===== src/rtl/serial_add_pkg.sv =====
// ============================================================================
// Module      : serial_add_pkg
// Description : Shared types and constants for the bit-serial adder
//               controller: FSM state encoding and default operand width.
// Revision    : 1.0 - initial release
// ============================================================================
`default_nettype none

package serial_add_pkg;

  localparam int DEFAULT_WIDTH = 8;

  typedef enum logic [1:0] {
    IDLE = 2'd0,
    RUN  = 2'd1,
    DONE = 2'd2
  } state_t;

endpackage

`default_nettype wire


===== src/rtl/serial_add_ctrl_if.sv =====
// ============================================================================
// Module      : serial_add_ctrl_if
// Description : Request/response bundle of the bit-serial adder.
//               master : requester (drives start/A/B/Cin, observes results)
//               slave  : adder controller
//   start      request a new addition
//   A, B, Cin  operands, captured on an accepted start
//   busy       addition in progress
//   done       one-cycle result-valid pulse
//   sum, carry registered result, held until the next completion
//   ovf        signed overflow flag (only with SERIAL_ADD_OVF_EN defined)
// Revision    : 1.0 - initial release
// ============================================================================
`default_nettype none

interface serial_add_ctrl_if
  import serial_add_pkg::*;
#(
  parameter int WIDTH = DEFAULT_WIDTH
);

  logic             start;
  logic [WIDTH-1:0] A;
  logic [WIDTH-1:0] B;
  logic             Cin;
  logic             busy;
  logic             done;
  logic [WIDTH-1:0] sum;
  logic             carry;
`ifdef SERIAL_ADD_OVF_EN
  logic             ovf;

  modport master (output start, A, B, Cin, input busy, done, sum, carry, ovf);
  modport slave  (input start, A, B, Cin, output busy, done, sum, carry, ovf);
`else
  modport master (output start, A, B, Cin, input busy, done, sum, carry);
  modport slave  (input start, A, B, Cin, output busy, done, sum, carry);
`endif

endinterface

`default_nettype wire


===== src/rtl/serial_add_ctrl_full_adder.sv =====
// ============================================================================
// Module      : full_adder
// Description : 1-bit full adder cell, the bit-slice datapath of the serial
//               adder.
//   a, b, cin  addend bits and carry-in
//   s, cout    sum bit and carry-out
// Revision    : 1.0 - initial release
// ============================================================================
`default_nettype none

module full_adder (
  input  logic a,
  input  logic b,
  input  logic cin,
  output logic s,
  output logic cout
);

  assign s    = a ^ b ^ cin;
  assign cout = (a & b) | (cin & (a ^ b));

endmodule

`default_nettype wire


===== src/rtl/serial_add_ctrl.sv =====
// ============================================================================
// Module      : serial_add_ctrl
// Description : Bit-serial adder controller. Adds two WIDTH-bit operands one
//               bit per clock (LSB first) through a single full_adder cell,
//               with a start/busy/done handshake.
//   clk    rising-edge clock
//   rst_n  asynchronous active-low reset
//   bus    serial_add_ctrl_if.slave (start, A, B, Cin, busy, done, sum,
//          carry, and ovf when SERIAL_ADD_OVF_EN is defined)
// Optional feature macro: SERIAL_ADD_OVF_EN (registered signed overflow flag)
// Revision    : 1.0 - initial release
// ============================================================================
`default_nettype none

module serial_add_ctrl
  import serial_add_pkg::*;
#(
  parameter int WIDTH = DEFAULT_WIDTH
) (
  input  logic               clk,
  input  logic               rst_n,
  serial_add_ctrl_if.slave   bus
);

  localparam int CNT_W = $clog2(WIDTH);

  state_t             state;
  state_t             state_nxt;
  logic               load;
  logic               last;

  logic [WIDTH-1:0]   a_sh;
  logic [WIDTH-1:0]   b_sh;
  // Only WIDTH-1 result bits need storage; the final bit comes straight
  // from the cell on the completing edge.
  logic [WIDTH-2:0]   s_sh;
  logic [WIDTH-1:0]   s_cat;
  logic               c_q;
  logic [CNT_W-1:0]   cnt;

  logic [WIDTH-1:0]   sum_q;
  logic               carry_q;

  logic               fa_s;
  logic               fa_co;

  full_adder u_fa (
    .a    (a_sh[0]),
    .b    (b_sh[0]),
    .cin  (c_q),
    .s    (fa_s),
    .cout (fa_co)
  );

  // New sum bit enters at the MSB; the full concatenation is the result
  // once the last bit has been produced.
  assign s_cat = {fa_s, s_sh};
  assign last  = (cnt == CNT_W'(WIDTH - 1));

  always_ff @(posedge clk or negedge rst_n) begin
    if (!rst_n) begin
      state <= IDLE;
    end else begin
      state <= state_nxt;
    end
  end

  always_comb begin
    state_nxt = state;
    load      = 1'b0;
    case (state)
      IDLE: begin
        if (bus.start) begin
          load      = 1'b1;
          state_nxt = RUN;
        end
      end
      RUN: begin
        if (last) begin
          state_nxt = DONE;
        end
      end
      DONE: begin
        // Restart directly from DONE so held start gives no idle bubble.
        if (bus.start) begin
          load      = 1'b1;
          state_nxt = RUN;
        end else begin
          state_nxt = IDLE;
        end
      end
      default: state_nxt = IDLE;
    endcase
  end

  always_ff @(posedge clk or negedge rst_n) begin
    if (!rst_n) begin
      a_sh    <= '0;
      b_sh    <= '0;
      s_sh    <= '0;
      c_q     <= 1'b0;
      cnt     <= '0;
      sum_q   <= '0;
      carry_q <= 1'b0;
    end else if (load) begin
      a_sh <= bus.A;
      b_sh <= bus.B;
      c_q  <= bus.Cin;
      cnt  <= '0;
    end else if (state == RUN) begin
      a_sh <= a_sh >> 1;
      b_sh <= b_sh >> 1;
      s_sh <= s_cat[WIDTH-1:1];
      c_q  <= fa_co;
      cnt  <= cnt + 1'b1;
      if (last) begin
        sum_q   <= s_cat;
        carry_q <= fa_co;
      end
    end
  end

`ifdef SERIAL_ADD_OVF_EN
  logic ovf_q;

  // c_q is the carry into the MSB while the last bit is processed.
  always_ff @(posedge clk or negedge rst_n) begin
    if (!rst_n) begin
      ovf_q <= 1'b0;
    end else if (state == RUN && last && !load) begin
      ovf_q <= c_q ^ fa_co;
    end
  end

  assign bus.ovf = ovf_q;
`endif

  assign bus.busy  = (state == RUN);
  assign bus.done  = (state == DONE);
  assign bus.sum   = sum_q;
  assign bus.carry = carry_q;

endmodule

`default_nettype wire


===== src/flat_wrapper.sv =====
// flat-port wrapper written by rule: the top's interface ports become plain ports
module serial_add_ctrl_flat import serial_add_pkg::*;
#(
  parameter int WIDTH = DEFAULT_WIDTH
)
  (clk, rst_n, bus_start, bus_A, bus_B, bus_Cin, bus_busy, bus_done, bus_sum, bus_carry);
  serial_add_ctrl_if #(.WIDTH(WIDTH)) bus_i ();
  input  logic clk;
  input  logic rst_n;
  input wire logic [$bits(bus_i.start)-1:0] bus_start;
  input wire logic [$bits(bus_i.A)-1:0] bus_A;
  input wire logic [$bits(bus_i.B)-1:0] bus_B;
  input wire logic [$bits(bus_i.Cin)-1:0] bus_Cin;
  output wire logic [$bits(bus_i.busy)-1:0] bus_busy;
  output wire logic [$bits(bus_i.done)-1:0] bus_done;
  output wire logic [$bits(bus_i.sum)-1:0] bus_sum;
  output wire logic [$bits(bus_i.carry)-1:0] bus_carry;
  assign bus_i.start = bus_start;
  assign bus_i.A = bus_A;
  assign bus_i.B = bus_B;
  assign bus_i.Cin = bus_Cin;
  assign bus_busy = bus_i.busy;
  assign bus_done = bus_i.done;
  assign bus_sum = bus_i.sum;
  assign bus_carry = bus_i.carry;
  serial_add_ctrl #(.WIDTH(WIDTH)) u_core (.clk(clk), .rst_n(rst_n), .bus(bus_i));
endmodule

===== config.mk =====
export PLATFORM = sky130hd
export DESIGN_NAME = serial_add_ctrl_flat
export DESIGN_NICKNAME = d
export VERILOG_FILES = /design/src/rtl/serial_add_pkg.sv /design/src/rtl/serial_add_ctrl_if.sv /design/src/rtl/serial_add_ctrl_full_adder.sv /design/src/rtl/serial_add_ctrl.sv /design/src/flat_wrapper.sv
export SDC_FILE = /design/constraint.sdc
export NUM_CORES = 1
export LEC_CHECK = 0
export ABC_AREA = 1
export BUFFER_PORTS_ARGS = -buffer_cell sky130_fd_sc_hd__buf_2
export CELL_PAD_IN_SITES_DETAIL_PLACEMENT = 0
export CELL_PAD_IN_SITES_GLOBAL_PLACEMENT = 1
export CORE_UTILIZATION = 41
export DETAILED_ROUTE_END_ITERATION = 8
export GPL_TIMING_DRIVEN = 0
export PLACE_DENSITY_LB_ADDON = 0.1
export REMOVE_ABC_BUFFERS = 1
export SETUP_SLACK_MARGIN = 0.05
export SLEW_MARGIN = 20
export SYNTH_ARGS = -nofsm -noshare
export SYNTH_HDL_FRONTEND = slang
export SYNTH_SLANG_ARGS = --single-unit

===== constraint.sdc =====
create_clock -name clk -period 1.6 [get_ports clk]
set_clock_uncertainty 0.1 [all_clocks]
set_input_delay 0.08 -clock clk [delete_from_list [all_inputs] [get_ports clk]]
set_output_delay 0.08 -clock clk [all_outputs]
set_load 0.02 [all_outputs]

==> metrics.txt <==
nets about 290; gr usage total 17.6%; Syn Inst Count 217; IO Count 31; worst hold-check path type input port to flop; Final HPWL DP 2110 um; DR vias approximately 1.4k; register area share after synthesis roughly 53%; Hold Violations, Final 0; status finished clean; Max-Cap Viols 0; max-slew headroom at the worst pin 43.1%; critical path endpoint category flop; most common cell after layout, fill and taps aside nand2_1; Place WS -0.219 ns; final WL 3430 um; Die X roughly 68 um; initial core utilization a little over two fifths; fmax about 720 MHz; WP data required about 1.7 ns; endpoints failing setup 0; Netlist cell types 18; diode count 0; Mapped Area 1800 um2; fin crit period ~1.4 ns; htree depth 2; max-slew violation count 0; critical-path cell list inv_4, nand2_4, nand2_4, inv_4, nand2_1, nand2_1; Slowest cell on crit path dfrtp_1; final critical-path share of the clock period 87.2%; synth top area cells dfrtp_1 53%, nand2_1 18%, inv_1 6.1%; drt initial violations 57; vias in the first global route between 1k and 1.5k; slew of the pin with the lowest slew margin approximately 0.85 ns; DIE AREA 4650 um2; Post-route DRC 0; R2R depth 6; RSZ-0062 raised after global routing no; first-pass GRT wire length 6010 um; fin area between 2000 and 2500 um2; TritonCTS buffer count 5; Routed Antenna Nets 0; cell taking the most area after synthesis dfrtp_1; hold path cells 5; #FFs+latches synth 38; Die H around 70 um; Synth-to-Final Area Change 27.1%; clock slew at reported path FFs approximately 0.070 ns; CTS tree done; proportion of layout cells with a drive suffix above 1 a little over a fifth; PwrDens just under 2000 nW/um2; crit-path max FO 16; Setup CP Type flop to flop; Clock Sinks 38; Avg Inst Size Synth 8.28 um2; DRT Pass-1 Iters 4; Synthesis Warnings 0; drt wl/cell roughly 11 um; placed instance area approximately 2000 um2; clk_lat worst skew between 0.2 and 0.3 ns; Bufs on Longest Clock Path 2; vias per cell 4.54; max incr delay on CP between 0.4 and 0.5 ns; core area between 4000 and 5000 um2; final setup margin 0.204 ns; pin count of the biggest net entering global routing 39; Critical Path Stages 6; GR Overflow Total 0; worst vdd ir 0.857 mV; Crit path max-delay family flip-flops; WP data arrival roughly 1.5 ns; commonest cells after routing, fill and taps aside 86 x nand2_1, 37 x dfrtp_1, 30 x buf_2; Root Buffer clkbuf_8; initial antenna violation count 0; Startpoint Class flop; Routability Congestion roughly 0.71; # port buffers 30; Worst Path Buf+Inv 2; number of cell rows 23; Synth top area share 52.9%; hold_ws 0.00945 ns; Static Leak 1.28 nW
cells by family (layout without fill, tap and decap cells):
logic type	Yosys count	count (layout)	synth area share, %
AOI/OAI and AO/OA	18	18	6.48
adders and majority gates	3	3	2.51
buffers and inverters	39	86	9.47
DFF	38	38	52.9
and+or+nand+nor	119	119	28.6
layer usage:
| metal | global-route usage [%] | routed length, um |
|---|---|---|
| met1 | 21.7 | 1690 |
| met2 | 29.8 | 1570 |
| met3 | 4.00 | 122 |
| met4 | 6.25 | 54 |
| met5 | 0 | 0 |
state kept, by name (all words and copies together) (netlist names):
register / count
u_core.b_sh: 8
u_core.bus.sum: 8
u_core.c_q: 1
u_core.cnt: 3
u_core.a_sh: 8
u_core.bus.carry: 1
u_core.s_sh: 7
u_core.state: 2
layout make-up:
type,count,area [um2]
repair buffers,46,315
clock buffers,6,82.6
inverters,32,128
clock inverters,2,60.1
fillers,401,1830
multi-input cells,140,683
flip-flops and latches,38,952
well taps,50,62.6
worst reg2reg max path: stages, from the launching register on:
cell,delay [ns]
dfrtp_1,0.49
inv_4,0.14
nand2_4,0.18
nand2_4,0.12
inv_4,0.17
nand2_1,0.09
nand2_1,0.06
cells in the mapped netlist (all sizes together):
| master | instances |
|---|---|
| dfrtp | 38 |
| o21ai | 17 |
| nand3b | 1 |
| fa | 1 |
| a21oi | 1 |
| ha | 2 |
| nand2 | 90 |
| buf | 7 |
| nand3 | 18 |
| inv | 32 |
| nor2 | 10 |
timing repair:
| action | 4_1_cts | 5_1_grt |
|---|---|---|
| hold buffers | 13 | 0 |
| endpoints found under the setup margin | 31 | 17 |
| buffers inserted | 2 | 1 |
| cloned | 0 | 0 |
| hold endpoints to repair | 50 | 0 |
| gates resized for setup | 3 | 2 |
| pin swaps | 0 | 1 |
worst paths after layout:
check,from,end,slack (ns)
worst max-delay path,u_core.state[1],u_core.b_sh[1],0.20
worst min-delay path,bus_A[0],u_core.a_sh[0],0.009
worst max register to register,u_core.state[1],u_core.b_sh[1],0.20
worst min register to register,u_core.b_sh[5],u_core.b_sh[5],0.37
max in group asynchronous,rst_n,u_core.state[0],0.48
min in group asynchronous,rst_n,u_core.bus.sum[3],0.33
metrics by stage:
step / TNS, ns / utilization, % / std cells / total power [mW]
finish: 0 / 55.5 / 314 / 4.48
global route: 0 / 55.5 / 314 / 4.93
CTS: 0 / 54.9 / 313 / 4.51
detailed placement: -3.60 / 47.7 / 290 / 3.41
global placement: -4.03 / 47.7 / 290 / 3.38
floorplan: 0 / - / 210 / 2.95
report_power, final:
part | switching (mW) | internal [mW]
Combinational | 1.14 | 0.673
Clock | 0.346 | 0.665
Sequential | 0.247 | 1.41
No activity file was read; power rests on OpenSTA's default activity.
